File: config.mk
export PLATFORM = sky130hd
export DESIGN_NAME = icache_responder
export DESIGN_NICKNAME = d
export VERILOG_FILES = /design/src/rtl/icache_responder.sv
export SDC_FILE = /design/constraint.sdc
export NUM_CORES = 1
export LEC_CHECK = 0
export ABC_AREA = 1
export CAP_MARGIN = 0
export CORE_MARGIN = 8
export CORE_UTILIZATION = 30
export DETAILED_ROUTE_END_ITERATION = 16
export PLACE_DENSITY = 0.54
export SLEW_MARGIN = 10
export SYNTH_ARGS = -nofsm -noshare
export SYNTH_HDL_FRONTEND = slang
export SYNTH_SLANG_ARGS = --single-unit
File: constraint.sdc
create_clock -name CLK -period 4.1 [get_ports CLK]
set_input_delay 0.615 -clock CLK [delete_from_list [all_inputs] [get_ports CLK]]
set_output_delay 0.615 -clock CLK [all_outputs]
set_load 0.005 [all_outputs]
File: src/rtl/icache_responder.sv
// Direct-mapped read-only instruction cache on the datapath fetch port.
// Misses become single-word fills on the iREN/iaddr/iwait/iload memory port.
module icache_responder #(
    parameter int NSETS = 16,
    parameter int CNT_W = 32
) (
    input  logic             CLK,
    input  logic             nRST,
    input  logic             imemREN,
    input  logic [31:0]      imemaddr,
    input  logic             halt,
    output logic             ihit,
    output logic [31:0]      imemload,
    output logic             iREN,
    output logic [31:0]      iaddr,
    input  logic             iwait,
    input  logic [31:0]      iload,
    output logic [CNT_W-1:0] hit_count,
    output logic [CNT_W-1:0] miss_count
);

    localparam int IDX_W = $clog2(NSETS);
    localparam int TAG_W = 30 - IDX_W;

    typedef enum logic {
        IDLE = 1'b0,
        FILL = 1'b1
    } state_t;

    state_t           state_reg, state_next;
    logic [29:0]      fill_word_reg, fill_word_next;
    logic [NSETS-1:0] valid_reg;
    logic [TAG_W-1:0] tag_mem  [NSETS];
    logic [31:0]      data_mem [NSETS];
    logic [CNT_W-1:0] hit_count_reg, miss_count_reg;

    logic [IDX_W-1:0] req_idx, fill_idx;
    logic [TAG_W-1:0] req_tag, fill_tag;
    logic             lookup_hit;
    logic             start_fill;
    logic             fill_done;
    logic [NSETS-1:0] frame_we;
    logic             unused_byte_offset;

    assign req_idx  = imemaddr[IDX_W+1:2];
    assign req_tag  = imemaddr[31:IDX_W+2];
    assign fill_idx = fill_word_reg[IDX_W-1:0];
    assign fill_tag = fill_word_reg[29:IDX_W];
    assign unused_byte_offset = ^imemaddr[1:0];

    assign lookup_hit = valid_reg[req_idx] && (tag_mem[req_idx] == req_tag);

    always_comb begin
        state_next     = state_reg;
        fill_word_next = fill_word_reg;
        ihit           = 1'b0;
        iREN           = 1'b0;
        iaddr          = '0;
        start_fill     = 1'b0;
        fill_done      = 1'b0;
        case (state_reg)
            IDLE: begin
                ihit = imemREN && lookup_hit && !halt;
                if (imemREN && !halt && !lookup_hit) begin
                    start_fill     = 1'b1;
                    fill_word_next = imemaddr[31:2];
                    state_next     = FILL;
                end
            end
            FILL: begin
                // The latched address is fetched regardless of what the datapath does now
                iREN  = 1'b1;
                iaddr = {fill_word_reg, 2'b00};
                if (!iwait) begin
                    fill_done  = 1'b1;
                    state_next = IDLE;
                end
            end
            default: state_next = IDLE;
        endcase
    end

    assign imemload = ihit ? data_mem[req_idx] : '0;

    generate
        for (genvar gi = 0; gi < NSETS; gi++) begin : g_frame_we
            assign frame_we[gi] = fill_done && (fill_idx == IDX_W'(gi));
        end
    endgenerate

    always_ff @(posedge CLK) begin
        if (!nRST) begin
            state_reg      <= IDLE;
            fill_word_reg  <= '0;
            valid_reg      <= '0;
            hit_count_reg  <= '0;
            miss_count_reg <= '0;
        end else begin
            state_reg     <= state_next;
            fill_word_reg <= fill_word_next;
            valid_reg     <= valid_reg | frame_we;
            if (ihit && (hit_count_reg != '1))
                hit_count_reg <= hit_count_reg + CNT_W'(1);
            if (start_fill && (miss_count_reg != '1))
                miss_count_reg <= miss_count_reg + CNT_W'(1);
        end
    end

    // Tag/data frames carry no reset; a fill cut short by reset must not land
    always_ff @(posedge CLK) begin
        if (nRST && fill_done) begin
            tag_mem[fill_idx]  <= fill_tag;
            data_mem[fill_idx] <= iload;
        end
    end

    assign hit_count  = hit_count_reg;
    assign miss_count = miss_count_reg;

endmodule

==> impl_metrics.yaml, run 1 <==
sta:
  fin_crit_ps: 4180
  tightest_slew_ps: 971
  hold_violations: 0
  final_max_slew_viol_count: 0
  setup_slack_ps: -82.2
  clock.fmax_mhz: 239
  clock_skew_ps: 48.3
  relSlewSlack: 0.353
  setup_viol: 1
  timing.final.crit_share: 1.02
  rsz0062_at_grt: "true"
placed_design:
  place_ws_ps: -428
  hpwl_microns: 72100
  port_buffers: 194
  gp_congestion: 0.851
setup_path:
  path_class: "primary input to output pin"
  startpoint: "imemaddr[2]"
  worst_ep_arrival_time_ps: 3570
  worstPathCellList: "buf_16 > clkinv_16 > buf_16 > clkbuf_16 > buf_4 > nand2_1 > nand3_1 > nand2_1 > nand2_1 > nand3_2 > nand2_1 > a21oi_1 > nand2_1 > nor2_1 > nand3_2 > nor2_4 > nand2_8 > buf_6 > clkbuf_16 > buf_6 > buf_4 > a21oi_4 > clkbuf_2"
  crit_fanout: 8
  cp_common_cell: "nand2_1"
  required_ps: 3480
  max_stage_delay_ps: 240
  start_kind: "primary input"
  reg2reg_depth: 15
  critPathSlowestCell: "nor2_4"
  endpoint_kind: "output pin"
  reg2reg_slack_ps: 1230
  r2r_end: "hit_count[3]$_SDFFE_PN0P_"
  rr_startpoint: "hit_count[0]$_SDFFE_PN0P_"
global_route:
  grt_antenna_before_repair: 15
  grt_pass1_wl_microns: 192000
  grt_pass1_vias: 29500
  grt_max_degree: 89
  grt_overflow: 0
  track_usage: 0.159
clock_network:
  cts_buffer_depth: 3
  htree_levels: 3
  root_buffer: "clkbuf_16"
  cts_num_sinks: 1039
  clk_latency_ps: 730
  ctsHoldBuffers: 0
  cts_buffers: 108
  clk_pin_slew_worst_paths_ps: 60
  cts_tree: "done"
worst_hold_path:
  min_path_type: "register to register"
  hold_depth: 2
  worstHoldStart: "valid_reg[7]$_SDFF_PN0_"
  holdPathEnd: "valid_reg[7]$_SDFF_PN0_"
finish:
  top_register: "data_mem"
  final_net_count: 4371
  reg_top3: "data_mem x512, tag_mem x416"
  drive_gt1_frac: 0.121
  largest_register_ffs: 512
  area_growth_syn_to_layout_pct: 22.7
  final_core_util: 0.371
flow_run:
  cap_violations: 0
status:
  violations: "negative setup slack"
  status: "finished with violations"
yosys:
  syn_inst: 3998
  synth_top_cell_area_share: 0.640
  yosysTopAreaCell: "edfxtp_1"
  netlist-cell-type-count: 33
  syn_area_sq_um: 43500
  yosys_warnings: 0
  synth_area_per_cell_sq_um: 10.9
  synth_seq_cells: 1039
  synth_area_leaders: "edfxtp_1 64%, nand2_1 9.3%, dfxtp_1 5.1%"
  ys_seq_area_frac: 0.691
power:
  p_leak_nw: 19.7
  power_density_nw_per_um2: 427
  ir_worst_vdd_mv: 0.381
floorplanning:
  die_area_sq_um: 158000
  die_y_microns: 397
  die_w_microns: 397
  row_count: 139
  num_io_pins: 199
  start_util: 0.303
  core_sq_um: 144000
detailed_routing:
  viasPerCell: 4.92
  drcViolationCount: 0
  wl_per_cell_microns: 20.9
  drtIter0Drc: 2673
  wirelength_microns: 132000
  ant_nets: 0
  via_count: 31000
  first_pass_iters: 8
-- critical path, delay by kind of cell --
family / cells / cell delay (ps)
buffers and inverters: 10 / 1470
AO/OA/AOI/OAI: 2 / 290
AND/OR/NAND/NOR: 11 / 1130
-- through the flow --
stage                     TNS (ps)  std cells  cell area [sq um]  hold slack (ps)  power [mW]
after floorplan                  0       3999              43500              458        12.6
after global placement       -7220       6062              49100              467        13.2
after detailed placement     -7480       6062              49100              470        13.2
after CTS                    -2530       6266              52700              448        23.0
after global routing          -808       6302              53400              499        23.6
final                        -82.2       6306              53400              480        22.8
-- cells in the final DEF (no fill, tap or decap), drive strengths merged, types with 9 or more instances in the layout --
cell and n:
o22ai 16, buf 247, inv 360, nand2 1081, o21ai 115, clkinv 63
clkbuf 144, o21bai 23, nand3 342, diode 9, xor2 25, clkdlybuf4s50 157
a21oi 341, nand4 38, nor3 31, nor4 16, o211ai 9, a221oi 121
dfxtp 111, edfxtp 928, nor2 178, bufinv 10
-- where the power goes --
part | switching [mW] | internal (mW) | leakage [nW]
combinational | 0.918 | 0.500 | 8.49
clock | 4.20 | 5.53 | 1.71
sequential | 0.0939 | 11.6 | 9.53
-- layer usage --
layer / global-route usage / vias up / share of wire
met2: 0.256 / 1018 / 0.46
met3: 0.0297 / 195 / 0.067
met1: 0.218 / 15200 / 0.44
met4: 0.0519 / 8 / 0.028
met5: 0 / - / 0.00043
li1: - / 14600 / -
-- worst max-delay path by stage --
stage,slack [ps],end,depth (start not counted)
final,-80,imemload[3],23
after global routing,-180,imemload[3],24
after CTS,-150,imemload[25],20
after detailed placement,-430,imemload[13],21
after global placement,-420,imemload[13],21
after floorplan,100,data_mem[0][0]$_DFFE_PP_,4
-- area by class of cell --
class / count / area [sq um]
Fill cell: 14000 / 90400
Sequential cell: 1039 / 30100
Multi-Input combinational cell: 2363 / 11600
Timing Repair Buffer: 430 / 4460
Clock buffer: 127 / 2810
Tap cell: 1903 / 2380
Inverter: 357 / 1380
Clock inverter: 77 / 689
Antenna cell: 9 / 22.5
Timing Repair inverter: 1 / 11.3
-- cells in the mapped netlist (all sizes together) --
cell type  count
nor2         178
a31oi          3
nand3b         2
nand3        342
nor4          16
o22ai         16
o211ai         9
inv          357
o21bai        23
edfxtp       928
ha             2
nor3          31
o21ai        115
a21oi        341
xor2          25
clkbuf       141
nand4         38
nor3b          1
buf           99
dfxtp        111
conb           1
or2            4
a221oi       121
a211oi         5
a32oi          2
xnor2          6
nand2       1081
-- repair_timing --
action | 4_1_cts | 5_1_grt
endpoints found under the setup margin | 32 | 31
hold endpoints to repair | 0 | 0
pin swaps | 1 | 15
buffers inserted | 0 | 23
cloned | 0 | 9
gates resized for setup | 33 | 155
-- cells by family after synthesis --
family,Yosys count,share of synthesized area
and+or+nand+nor,1693,0.160
xor gates and xnor gates,31,0.00624
buffers and inverters,597,0.0554
DFF,1039,0.691
adders and majority gates,2,0.000575
AOI/OAI and AO/OA,635,0.0863
other,1,0.0000861
(Power assumes the default switching activity.)
==> inputs of run 2 (changes only) <==
GPL_TIMING_DRIVEN = 1   (was default)
SETUP_SLACK_MARGIN = 0.05   (was default)
==> impl_metrics.yaml, run 2 (synthesized netlist as in run 1, its figures left out) <==
sta:
  clock.fmax_mhz: 234
  timing.final.crit_share: 1.04
  tightest_slew_ps: 985
  tns_ps: -169
  setup_slack_ps: -169
  relSlewSlack: 0.343
  hold_violations: 0
  clock_skew_ps: 46.2
  fin_crit_ps: 4270
  rsz0062_at_grt: "true"
  final_max_slew_viol_count: 0
  setup_viol: 1
finish:
  layout_common_cells: "1056 x nand2_1, 928 x edfxtp_1, 349 x inv_1"
  reg_top3: "data_mem x512, tag_mem x416"
  stdcell_area_sq_um: 53700
  top_register: "data_mem"
  largest_register_ffs: 512
  final_net_count: 4378
  drive_gt1_frac: 0.127
  final_common_cell: "nand2_1"
  final_cells: 6312
  area_growth_syn_to_layout_pct: 23.3
placed_design:
  gp_congestion: 0.851
  port_buffers: 194
  dp_cells: 6062
  place_area_sq_um: 49100
  hpwl_microns: 72100
floorplanning:
  die_y_microns: 397
  die_w_microns: 397
  num_io_pins: 199
  start_util: 0.303
  row_count: 139
  die_area_sq_um: 158000
  core_sq_um: 144000
detailed_routing:
  drtIter0Drc: 2674
  first_pass_iters: 5
  ant_nets: 0
  via_count: 31000
  viasPerCell: 4.92
  wl_per_cell_microns: 20.9
  drcViolationCount: 0
  wirelength_microns: 132000
setup_path:
  rr_startpoint: "hit_count[0]$_SDFFE_PN0P_"
  max_stage_delay_ps: 500
  crit_fanout: 8
  startpoint: "imemaddr[2]"
  worstPathCellList: "buf_16 > clkinv_16 > buf_16 > clkbuf_16 > buf_4 > nand2_1 > nand3_1 > nand2_1 > nand2_1 > nand3_2 > nand2_1 > a21oi_2 > nand2_2 > nor2_2 > nand3_2 > nor2_4 > nand2_8 > buf_16 > a211oi_4 > buf_6 > clkdlybuf4s50_1"
  critPathSlowestCell: "clkdlybuf4s50_1"
  worst_ep_arrival_time_ps: 3650
  reg2reg_depth: 15
  path_class: "primary input to output pin"
  reg2reg_slack_ps: 1230
  crit_end: "imemload[25]"
  start_kind: "primary input"
  endpoint_kind: "output pin"
  r2r_end: "hit_count[3]$_SDFFE_PN0P_"
  cp_common_cell: "nand2_1"
  required_ps: 3480
power:
  total_power_mw: 22.8
  power_frac_seq: 0.511
  power_density_nw_per_um2: 425
  p_leak_nw: 20.0
  p_sw_frac: 0.229
  ir_worst_vdd_mv: 0.380
  combPwrFrac: 0.063
  intPower_mw: 17.6
  clkPwrFrac: 0.426
  power_switching_mw: 5.23
clock_network:
  ctsHoldBuffers: 0
  cts_buffer_depth: 3
  clk_latency_ps: 730
  root_buffer: "clkbuf_16"
  htree_levels: 3
  cts_buffers: 108
  cts_tree: "done"
  cts_num_sinks: 1039
  clk_pin_slew_worst_paths_ps: 60
status:
  status: "finished with violations"
  violations: "negative setup slack"
global_route:
  track_usage: 0.159
  grt_max_degree: 89
  grt_overflow: 0
  grt_pass1_wl_microns: 192000
  grt_pass1_vias: 29500
  grt_antenna_before_repair: 16
flow_run:
  cap_violations: 0
worst_hold_path:
  min_path_type: "register to register"
-- run 2: cell types whose count changed in the layout (fill, tap and decap cells not counted), moves of 3 or more --
cell and delta:
nand3_2 +16, o21ai_0 -3, clkbuf_2 -7, dlymetal6s2s_1 +8, nor2_2 +4, nand2_1 -7, buf_2 +3, nand2_2 +6
nand3_1 -16, nor2_1 -4
-- run 2: worst min-delay path by stage --
stage                     slack (ps)                       endpoint                     start  cells after the start
after floorplan                  460       valid_reg[11]$_SDFF_PN0_  valid_reg[11]$_SDFF_PN0_                      2
after global placement           470        valid_reg[1]$_SDFF_PN0_   valid_reg[1]$_SDFF_PN0_                      2
after detailed placement         470        valid_reg[7]$_SDFF_PN0_   valid_reg[7]$_SDFF_PN0_                      2
after CTS                        450  fill_word_reg[4]$_SDFFE_PN0P_               imemaddr[6]                      3
after global routing             500        valid_reg[9]$_SDFF_PN0_   valid_reg[9]$_SDFF_PN0_                      2
final                            480        valid_reg[7]$_SDFF_PN0_   valid_reg[7]$_SDFF_PN0_                      2
-- run 2: critical path: cells and delay by family --
family | cells | cell delay (ps)
AO/OA/AOI/OAI | 2 | 300
buffers and inverters | 8 | 1580
AND/OR/NAND/NOR | 11 | 1090
-- run 2: per-layer routing --
layer | vias to the layer above | global-route usage | share of wire
met5 | - | 0 | 0.00043
met4 | 8 | 0.0519 | 0.027
met3 | 190 | 0.0297 | 0.064
met2 | 964 | 0.256 | 0.46
met1 | 15300 | 0.218 | 0.44
li1 | 14600 | - | -
-- run 2: layout make-up --
type / count / area, sq um
tap: 1903 / 2380
clock buffer: 127 / 2810
timing repair inverter: 1 / 11.3
sequential: 1039 / 30100
inverter: 357 / 1390
fill: 14000 / 90100
clock inverter: 77 / 689
antenna: 8 / 20.0
timing repair buffer: 437 / 4620
multi-input combinational: 2363 / 11700
-- run 2: metrics by stage --
step / hold WS, ps / setup slack (ps) / util
global route: 499 / -284 / 0.373
floorplan: 458 / 96.2 / -
finish: 480 / -169 / 0.373
CTS: 448 / -149 / 0.366
global placement: 467 / -421 / 0.341
detailed placement: 470 / -428 / 0.341
-- run 2: power groups by stage --
| stage | sequential [mW] | combinational [mW] | clock, mW |
|---|---|---|---|
| 3_5_place_dp | 11.9 | 1.34 | 0 |
| 2_1_floorplan | 11.9 | 0.720 | 0 |
| 4_1_cts | 11.7 | 1.35 | 9.94 |
| 6_report | 11.7 | 1.45 | 9.73 |
| 5_1_grt | 11.7 | 1.58 | 10.3 |
| 3_3_place_gp | 11.9 | 1.33 | 0 |
-- run 2: what timing repair did --
item / in CTS / in global routing
gates cloned: 0 / 12
pin swaps: 1 / 29
setup endpoints to repair: 32 / 33
resized for setup: 33 / 183
buffers inserted: 0 / 26
